--- config.mk ---
export PLATFORM = sky130hd
export DESIGN_NAME = seg_accumulator
export DESIGN_NICKNAME = d
export VERILOG_FILES = /design/src/rtl/seg_accumulator.sv
export SDC_FILE = /design/constraint.sdc
export NUM_CORES = 1
export LEC_CHECK = 0
export ABC_CLOCK_PERIOD_IN_PS = 4400
export CAP_MARGIN = 40
export CORE_ASPECT_RATIO = 0.8
export CORE_MARGIN = 2
export CORE_UTILIZATION = 30
export DETAILED_ROUTE_END_ITERATION = 16
export SLEW_MARGIN = 20
export SYNTH_ARGS = -nofsm -noshare
export SYNTH_HDL_FRONTEND = slang
export SYNTH_SLANG_ARGS = --single-unit
export TNS_END_PERCENT = 1
--- constraint.sdc ---
create_clock -name clk -period 4.4 [get_ports clk]
set_clock_uncertainty 0.1 [all_clocks]
set_input_delay 0.88 -clock clk [delete_from_list [all_inputs] [get_ports clk]]
set_output_delay 0.88 -clock clk [all_outputs]
set_load 0.02 [all_outputs]
--- src/rtl/seg_accumulator.sv ---
`default_nettype none
// ============================================================================
// Module      : seg_accumulator
// Description : Multi-channel signed accumulator whose ACC_W-bit adder is cut
//               into SEG carry-pipelined segments. Each segment stage owns its
//               slice of every channel's running sum, so back-to-back samples
//               to one channel accumulate with no stall. Lower-segment results
//               ride skew registers so a finished sum leaves aligned.
// Revision    : 1.0 - initial release
// ============================================================================
module seg_accumulator #(
    parameter int IN_W  = 16,
    parameter int ACC_W = 26,
    parameter int SEG   = 2,
    parameter int CH    = 4,
    localparam int CHW  = (CH > 1) ? $clog2(CH) : 1
) (
    input  logic                    clk,
    input  logic                    reset_n,
    input  logic                    in_valid,
    input  logic [CHW-1:0]          in_ch,
    input  logic                    in_first,
    input  logic                    in_last,
    input  logic signed [IN_W-1:0]  A_i,
    output logic                    out_valid,
    output logic [CHW-1:0]          out_ch,
    output logic signed [ACC_W-1:0] out,
    output logic                    out_ovf
);

    localparam int SW  = ACC_W / SEG;
    // Width of the skew register holding all segments below the top one.
    localparam int PRW = (SEG > 1) ? (ACC_W - SW) : 1;
    localparam int TOP = SEG - 1;

    // Pipeline registers feeding stage k (index 0 is the registered input).
    logic             pv_q  [SEG];
    logic [CHW-1:0]   pch_q [SEG];
    logic             pf_q  [SEG];
    logic             pl_q  [SEG];
    logic [ACC_W-1:0] pa_q  [SEG];   // remaining sample bits, shifted down per stage
    logic             c_q   [SEG];   // carry into stage k (always 0 for stage 0)
    logic [PRW-1:0]   pr_q  [SEG];   // already-computed lower segments (skew)

    // Per-channel state: one SW-bit slice per segment plus sticky overflow.
    logic [SW-1:0]    acc_q [CH][SEG];
    logic             ovf_q [CH];

    // Output registers.
    logic             out_valid_q;
    logic [CHW-1:0]   out_ch_q;
    logic [ACC_W-1:0] out_q;
    logic             out_ovf_q;

    // Stage results.
    logic [SW-1:0]    opb_d  [SEG];
    logic [SW-1:0]    sum_d  [SEG];
    logic             cout_d [SEG];
    logic [PRW-1:0]   pr_d   [SEG];
    logic             ovf_now_d;
    logic             ovf_new_d;
    logic [ACC_W-1:0] out_d;
    logic             legal_d;

    // Out-of-range channels only exist when CH is not a power of two.
    if (CH == (1 << CHW)) begin : g_ch_full
        assign legal_d = 1'b1;
    end else begin : g_ch_partial
        assign legal_d = ({1'b0, in_ch} < (CHW + 1)'(CH));
    end

    // Segment adders: sample slice + stored channel slice + carry from below.
    always_comb begin
        ovf_now_d = 1'b0;
        ovf_new_d = 1'b0;
        for (int k = 0; k < SEG; k++) begin
            opb_d[k] = pf_q[k] ? '0 : acc_q[pch_q[k]][k];
            {cout_d[k], sum_d[k]} = {1'b0, pa_q[k][SW-1:0]} + {1'b0, opb_d[k]}
                                  + {{SW{1'b0}}, c_q[k]};
            pr_d[k] = (pr_q[k] >> SW) | (PRW'(sum_d[k]) << (PRW - SW));
        end
        // Signed overflow is judged on the sign bits of the top segment.
        ovf_now_d = (pa_q[TOP][SW-1] == opb_d[TOP][SW-1]) &&
                    (sum_d[TOP][SW-1] != pa_q[TOP][SW-1]);
        ovf_new_d = (~pf_q[TOP] & ovf_q[pch_q[TOP]]) | ovf_now_d;
    end

    if (SEG > 1) begin : g_out_cat
        assign out_d = {sum_d[TOP], pr_q[TOP]};
    end else begin : g_out_one
        assign out_d = sum_d[TOP];
    end

    // Pipeline advance: tags, remaining sample bits, carries and skew.
    always_ff @(posedge clk or negedge reset_n) begin
        if (!reset_n) begin
            for (int k = 0; k < SEG; k++) begin
                pv_q[k]  <= 1'b0;
                pch_q[k] <= '0;
                pf_q[k]  <= 1'b0;
                pl_q[k]  <= 1'b0;
                pa_q[k]  <= '0;
                c_q[k]   <= 1'b0;
                pr_q[k]  <= '0;
            end
        end else begin
            pv_q[0]  <= in_valid & legal_d;
            pch_q[0] <= in_ch;
            pf_q[0]  <= in_first;
            pl_q[0]  <= in_last;
            pa_q[0]  <= ACC_W'(A_i);
            c_q[0]   <= 1'b0;
            pr_q[0]  <= '0;
            for (int k = 0; k < SEG - 1; k++) begin
                pv_q[k+1]  <= pv_q[k];
                pch_q[k+1] <= pch_q[k];
                pf_q[k+1]  <= pf_q[k];
                pl_q[k+1]  <= pl_q[k];
                pa_q[k+1]  <= pa_q[k] >> SW;
                c_q[k+1]   <= cout_d[k];
                pr_q[k+1]  <= pr_d[k];
            end
        end
    end

    // Channel slices and sticky overflow, written only by valid stages.
    always_ff @(posedge clk or negedge reset_n) begin
        if (!reset_n) begin
            for (int c = 0; c < CH; c++) begin
                ovf_q[c] <= 1'b0;
                for (int k = 0; k < SEG; k++) begin
                    acc_q[c][k] <= '0;
                end
            end
        end else begin
            for (int k = 0; k < SEG; k++) begin
                if (pv_q[k]) begin
                    acc_q[pch_q[k]][k] <= sum_d[k];
                end
            end
            if (pv_q[TOP]) begin
                ovf_q[pch_q[TOP]] <= ovf_new_d;
            end
        end
    end

    // Result register: strobes for one cycle and holds its value otherwise.
    always_ff @(posedge clk or negedge reset_n) begin
        if (!reset_n) begin
            out_valid_q <= 1'b0;
            out_ch_q    <= '0;
            out_q       <= '0;
            out_ovf_q   <= 1'b0;
        end else begin
            out_valid_q <= pv_q[TOP] & pl_q[TOP];
            if (pv_q[TOP] & pl_q[TOP]) begin
                out_ch_q  <= pch_q[TOP];
                out_q     <= out_d;
                out_ovf_q <= ovf_new_d;
            end
        end
    end

    assign out_valid = out_valid_q;
    assign out_ch    = out_ch_q;
    assign out       = out_q;
    assign out_ovf   = out_ovf_q;

endmodule
`default_nettype wire

After elaboration in Yosys (flattened, before gate mapping)
Index checks and enable logic that the tools add are counted.
{"block": "word_totals", "inputBits": 23, "register_bits": 181, "out_inout_bits": 30}
{"block": "op_classes", "reduce_logical": 3, "n_addsub": 3, "n_mux": 22, "bitwise": 6, "n_eq_ne": 2, "magnitude_cmp": 4}
{"operator": "bitwise mux 104 bit", "count": 2}
{"operator": "2-to-1 mux 104 bit", "count": 2}
{"operator": "binary-select mux 26 bit (select 2 bit)", "count": 2}
{"operator": "demux 26 bit (select 2 bit)", "count": 2}
{"operator": "2-to-1 mux 26 bit", "count": 3}
{"operator": "2-to-1 mux 13 bit", "count": 5}
{"operator": "adder 13 x 13 -> 14 bit", "count": 1}
{"operator": "adder 13 x 1 -> 13 bit", "count": 1}
{"operator": "adder 13 bit", "count": 1}
{"operator": "greater-or-equal comparator 3 bit, second input constant", "count": 2}
{"operator": "less-than comparator 3 x 1 -> 1 bit, second input constant", "count": 2}
{"operator": "inverter 2 -> 3 bit", "count": 2}
{"operator": "bitwise mux 4 bit", "count": 1}
{"operator": "logical AND 1 bit", "count": 3}
{"operator": "2-to-1 mux 1 bit", "count": 3}
{"operator": "bitwise AND 1 bit", "count": 2}
{"operator": "binary-select mux 1 bit (select 2 bit)", "count": 1}
{"operator": "demux 1 bit (select 2 bit)", "count": 1}
{"operator": "equality test 1 bit", "count": 1}
{"operator": "inequality test 1 bit", "count": 1}
{"operator": "inverter 1 bit", "count": 1}
{"operator": "OR 1 bit", "count": 1}

Depth between registers and ports, before layout
{"block": "logic_depth", "depth_word": 11, "mapped_depth": 12, "depth_no_buf": 11}

Worst setup path after synthesis
No wires, ideal clock.
{"block": "synth_path", "path_type": "register -> register", "startpoint": "reg pch_q[2] in the netlist's numbering", "endpoint": "reg acc_q[103] in the netlist's numbering", "t_required_ns": 4.165, "setup_ns": 0.135, "path_stages_with_launch": 13, "arrival_time_ns": 3.203, "path_buffers": 2, "slack_ns": 0.962, "path_cell_list": "dfrtp_1 -> buf_2 -> buf_2 -> mux4_2 -> nor2b_1 -> ha_1 -> fa_1 -> a211oi_1 -> nor4b_1 -> nor3_1 -> a21oi_1 -> xnor2_1 -> o21ai_0"}
{"block": "synth_between", "elab_chain_cells": 10}
{"item": "start, declared", "line_no": "38", "text": "logic [CHW-1:0] pch_q [SEG];"}
{"item": "start signal, assigned by index", "line_no": "116", "text": "pch_q[k+1] <= pch_q[k];"}
{"item": "inverter 2 -> 3 bit (implied by the code) *", "line_no": "77, 138"}
{"item": "binary-select mux 26 bit (select 2 bit)", "line_no": "77", "text": "opb_d[k] = pf_q[k] ? '0 : acc_q[pch_q[k]][k];"}
{"item": "2-to-1 mux 26 bit (implied by the code) (2 in series)", "line_no": "77"}
{"item": "2-to-1 mux 13 bit", "line_no": "77"}
{"item": "adder 13 x 13 -> 14 bit", "line_no": "78", "text": "{cout_d[k], sum_d[k]} = {1'b0, pa_q[k][SW-1:0]} + {1'b0, opb_d[k]}"}
{"item": "bitwise mux 104 bit *", "line_no": "138", "text": "acc_q[pch_q[k]][k] <= sum_d[k];"}
{"item": "2-to-1 mux 104 bit *", "line_no": "137", "text": "if (pv_q[k]) begin"}
{"item": "bitwise mux 104 bit", "line_no": "138"}
{"item": "2-to-1 mux 104 bit *", "line_no": "137"}
{"item": "end signal, assigned by index", "line_no": "138"}
{"item": "end, declared", "line_no": "46", "text": "logic [SW-1:0] acc_q [CH][SEG];"}
Mark *: on every way between the ends. The rest lies on a longest branch, timed or not. The select of a mux whose other input is x is not followed.
A chain may end at the register's enable or synchronous reset.

Worst setup path in the final report
{"block": "layout_path", "startpoint": "reg pch_q[2] in the netlist's numbering", "endpoint": "reg acc_q[25] in the netlist's numbering"}
The elaborated chain is that of the path after synthesis.

==> results.cfg <==
[run_status]
status = complete, no violations

[worst_setup_path]
reg2reg_slack_ns = 0.80
path_cells = mux4_2, nor2b_1, ha_1, fa_1, a211oi_1, nor4b_1, nor3_1, a21oi_1, xnor2_1, o21ai_0
crit_buf_inv = 0
critPathMaxFanout = 8
critPathLaunchType = flop
rr_startpoint = pch_q[2]$_DFF_PN0_
crit_required_ns = 4.60
critPathMaxStageDelay_ns = 0.65
end_kind = flop
critPathKind = reg -> reg
crit_family = adder cells
rr_worst_depth = 10
worstPathArrival_ns = 3.80
r2r_end = acc_q[25]$_DFFE_PN0P_
critical_path.slowest_cell = dfrtp_1
path_depth = 10

[die]
die_x_um = 187.6
dieArea_um2 = 28310
core_um2 = 26390
dieHeight_um = 150.9
initial_core_util = 0.3066
rows = 53
ios = 53

[finish]
nets = 799
syn_to_final_growth_pct = 19.33
final_cell_mix = 181 x dfrtp_1, 117 x o21ai_0, 112 x nand2_1
diodes = 0
drive_gt1_frac = 0.1483
final_common_cell = dfrtp_1
finish.utilization = 0.3658

[synth]
async_reset_ff_frac = 1.000
yosysWarnings = 0
postSynthCellCount = 694
ys_seq_area_frac = 0.5598
yosysUniqueCellTypes = 47
synth_seq_cells = 181
syn_area_um2 = 8092
ys_top_cells_by_area = dfrtp_1 56%, mux4_2 7.2%, o21ai_0 7.2%
synth_top_area_share = 0.5598
syn_nets = 744
synth_top_area_cell = dfrtp_1
synthFlopType = dfrtp_1
synth_edf_count = 0
avgSynthCellArea_um2 = 11.66

[clock_tree]
ctsLongestPathBuffers = 2
clockRootBuffer = clkbuf_16
cts_buffers = 17
htreeDepth = 4
cts_sinks = 181
cts_repair_resize_count = 0
clk_pin_slew_ns = 0.07
insertion_delay_ns = 0.44
cts_tree = built
cts_setup_buffers = 0
cts_hold_buffers = 0

[power]
ir_drop_v = 0.0003261
p_per_area_nw_per_um2 = 594.9
p_leak_nw = 4.297
finalPower_mw = 5.744

[sta]
setup_violations = 0
fmax_mhz = 278.1
finalHoldViolations = 0
setup-tns-final_ns = 0
maxSlewHeadroom = 0.5496
worst_slack_ns = 0.8039
finalMaxSlewViolations = 0
finalCriticalPeriod_ns = 3.596
whs_ns = 0.1184
rsz0062_at_grt = no
post-route-period-util = 0.8173
worst_pin_slew_ns = 0.6756

[grt]
grtUsageTotal = 0.1322
grt_pass1_wl_um = 28940
grt_max_degree = 89
antenna_found_initial = 0
grt_remaining_overflow = 0
first_global_vias = 5282

[route]
wl_um = 17150
wl_per_cell_um = 15.33
first_iter_violations = 357
first_pass_iters = 5
detail-route-antenna-nets = 0
viasPerCell = 4.603
vias = 5151
drcViolationCount = 0

[place]
place_congestion = 0.7780
hpwl_um = 11830
numPortBuffers = 52
place_ws_ns = 0.7768

[job]
cap_violations = 0

[worst_hold_path]
hold_class = in -> async
-- worst reg2reg max path, cell delays in order, from the launching register on --
cell and delay [ns]:
dfrtp_1 0.65, mux4_2 0.56, nor2b_1 0.14, ha_1 0.24, fa_1 0.42, a211oi_1 0.34, nor4b_1 0.11, nor3_1 0.32
a21oi_1 0.13, xnor2_1 0.30, o21ai_0 0.14
-- area by class of cell --
type	instances	area [um2]
clock buffer	17	425.4
clock inverter	15	143.9
fill	2675	16740
inverter	16	60.06
multi-input combinational	465	3369
sequential	181	4529
tap	357	446.7
timing repair buffer	68	680.7
-- power by group --
| part | switching, mW | internal (mW) | total (mW) |
|---|---|---|---|
| registers | 0.289 | 2.23 | 2.52 |
| logic | 0.902 | 0.850 | 1.75 |
| clock network | 0.720 | 0.748 | 1.47 |
-- Yosys cell counts (all sizes together), types with 5 or more instances --
master    n
ha       24
buf       9
inv      16
a21o      6
mux2i    21
dfrtp   181
mux4     26
xor2     13
mux2     21
a21oi    22
nand2   112
o21ai   122
nor2b    33
clkbuf   23
nand2b    6
xnor2     5
nor2      9
-- routing by layer --
metal,track usage,routed length (um),up-vias
met3,0.03035,595,17
met2,0.2087,7964,76
met1,0.1821,8408,2527
li1,-,-,2531
met4,0.04055,185,0
met5,0,0,-
-- through the flow --
step	area [um2]	std cells
2_1_floorplan	8092	694
3_3_place_gp	9010	1082
3_5_place_dp	9059	1086
4_1_cts	9628	1118
5_1_grt	9656	1119
6_report	9656	1119
-- worst max-delay path by stage --
stage                        from                     end  slack [ns]
5_1_grt        pch_q[0]$_DFF_PN0_   acc_q[89]$_DFFE_PN0P_        0.51
3_5_place_dp   pch_q[2]$_DFF_PN0_   acc_q[51]$_DFFE_PN0P_        0.78
3_3_place_gp   pch_q[2]$_DFF_PN0_   acc_q[77]$_DFFE_PN0P_        0.79
6_report       pch_q[2]$_DFF_PN0_   acc_q[25]$_DFFE_PN0P_        0.80
2_1_floorplan  pch_q[2]$_DFF_PN0_  acc_q[103]$_DFFE_PN0P_        0.96
4_1_cts        pch_q[2]$_DFF_PN0_   acc_q[51]$_DFFE_PN0P_        0.75
-- cells by family (layout without fill, tap and decap cells) --
family / Yosys count / in the layout / share of synthesized area
simple gates: 184 / 184 / 0.1072
xor+xnor: 18 / 18 / 0.02180
buf+inv: 48 / 116 / 0.02381
compound gates: 168 / 168 / 0.1154
flops: 181 / 181 / 0.5598
mux: 68 / 68 / 0.1276
fa+ha+maj: 27 / 27 / 0.04453
-- state kept, by name, summed over array words and instances, names as in the netlist --
| signal | flops |
|---|---|
| out | 26 |
| out_d | 13 |
| pl_q | 2 |
| pa_q | 19 |
| ovf_q | 4 |
| out_valid | 1 |
| out_ch | 2 |
| pv_q | 2 |
| pch_q | 4 |
| c_q | 1 |
| out_ovf | 1 |
| acc_q | 104 |
| pf_q | 2 |
Power figures use the tool's default switching activity.
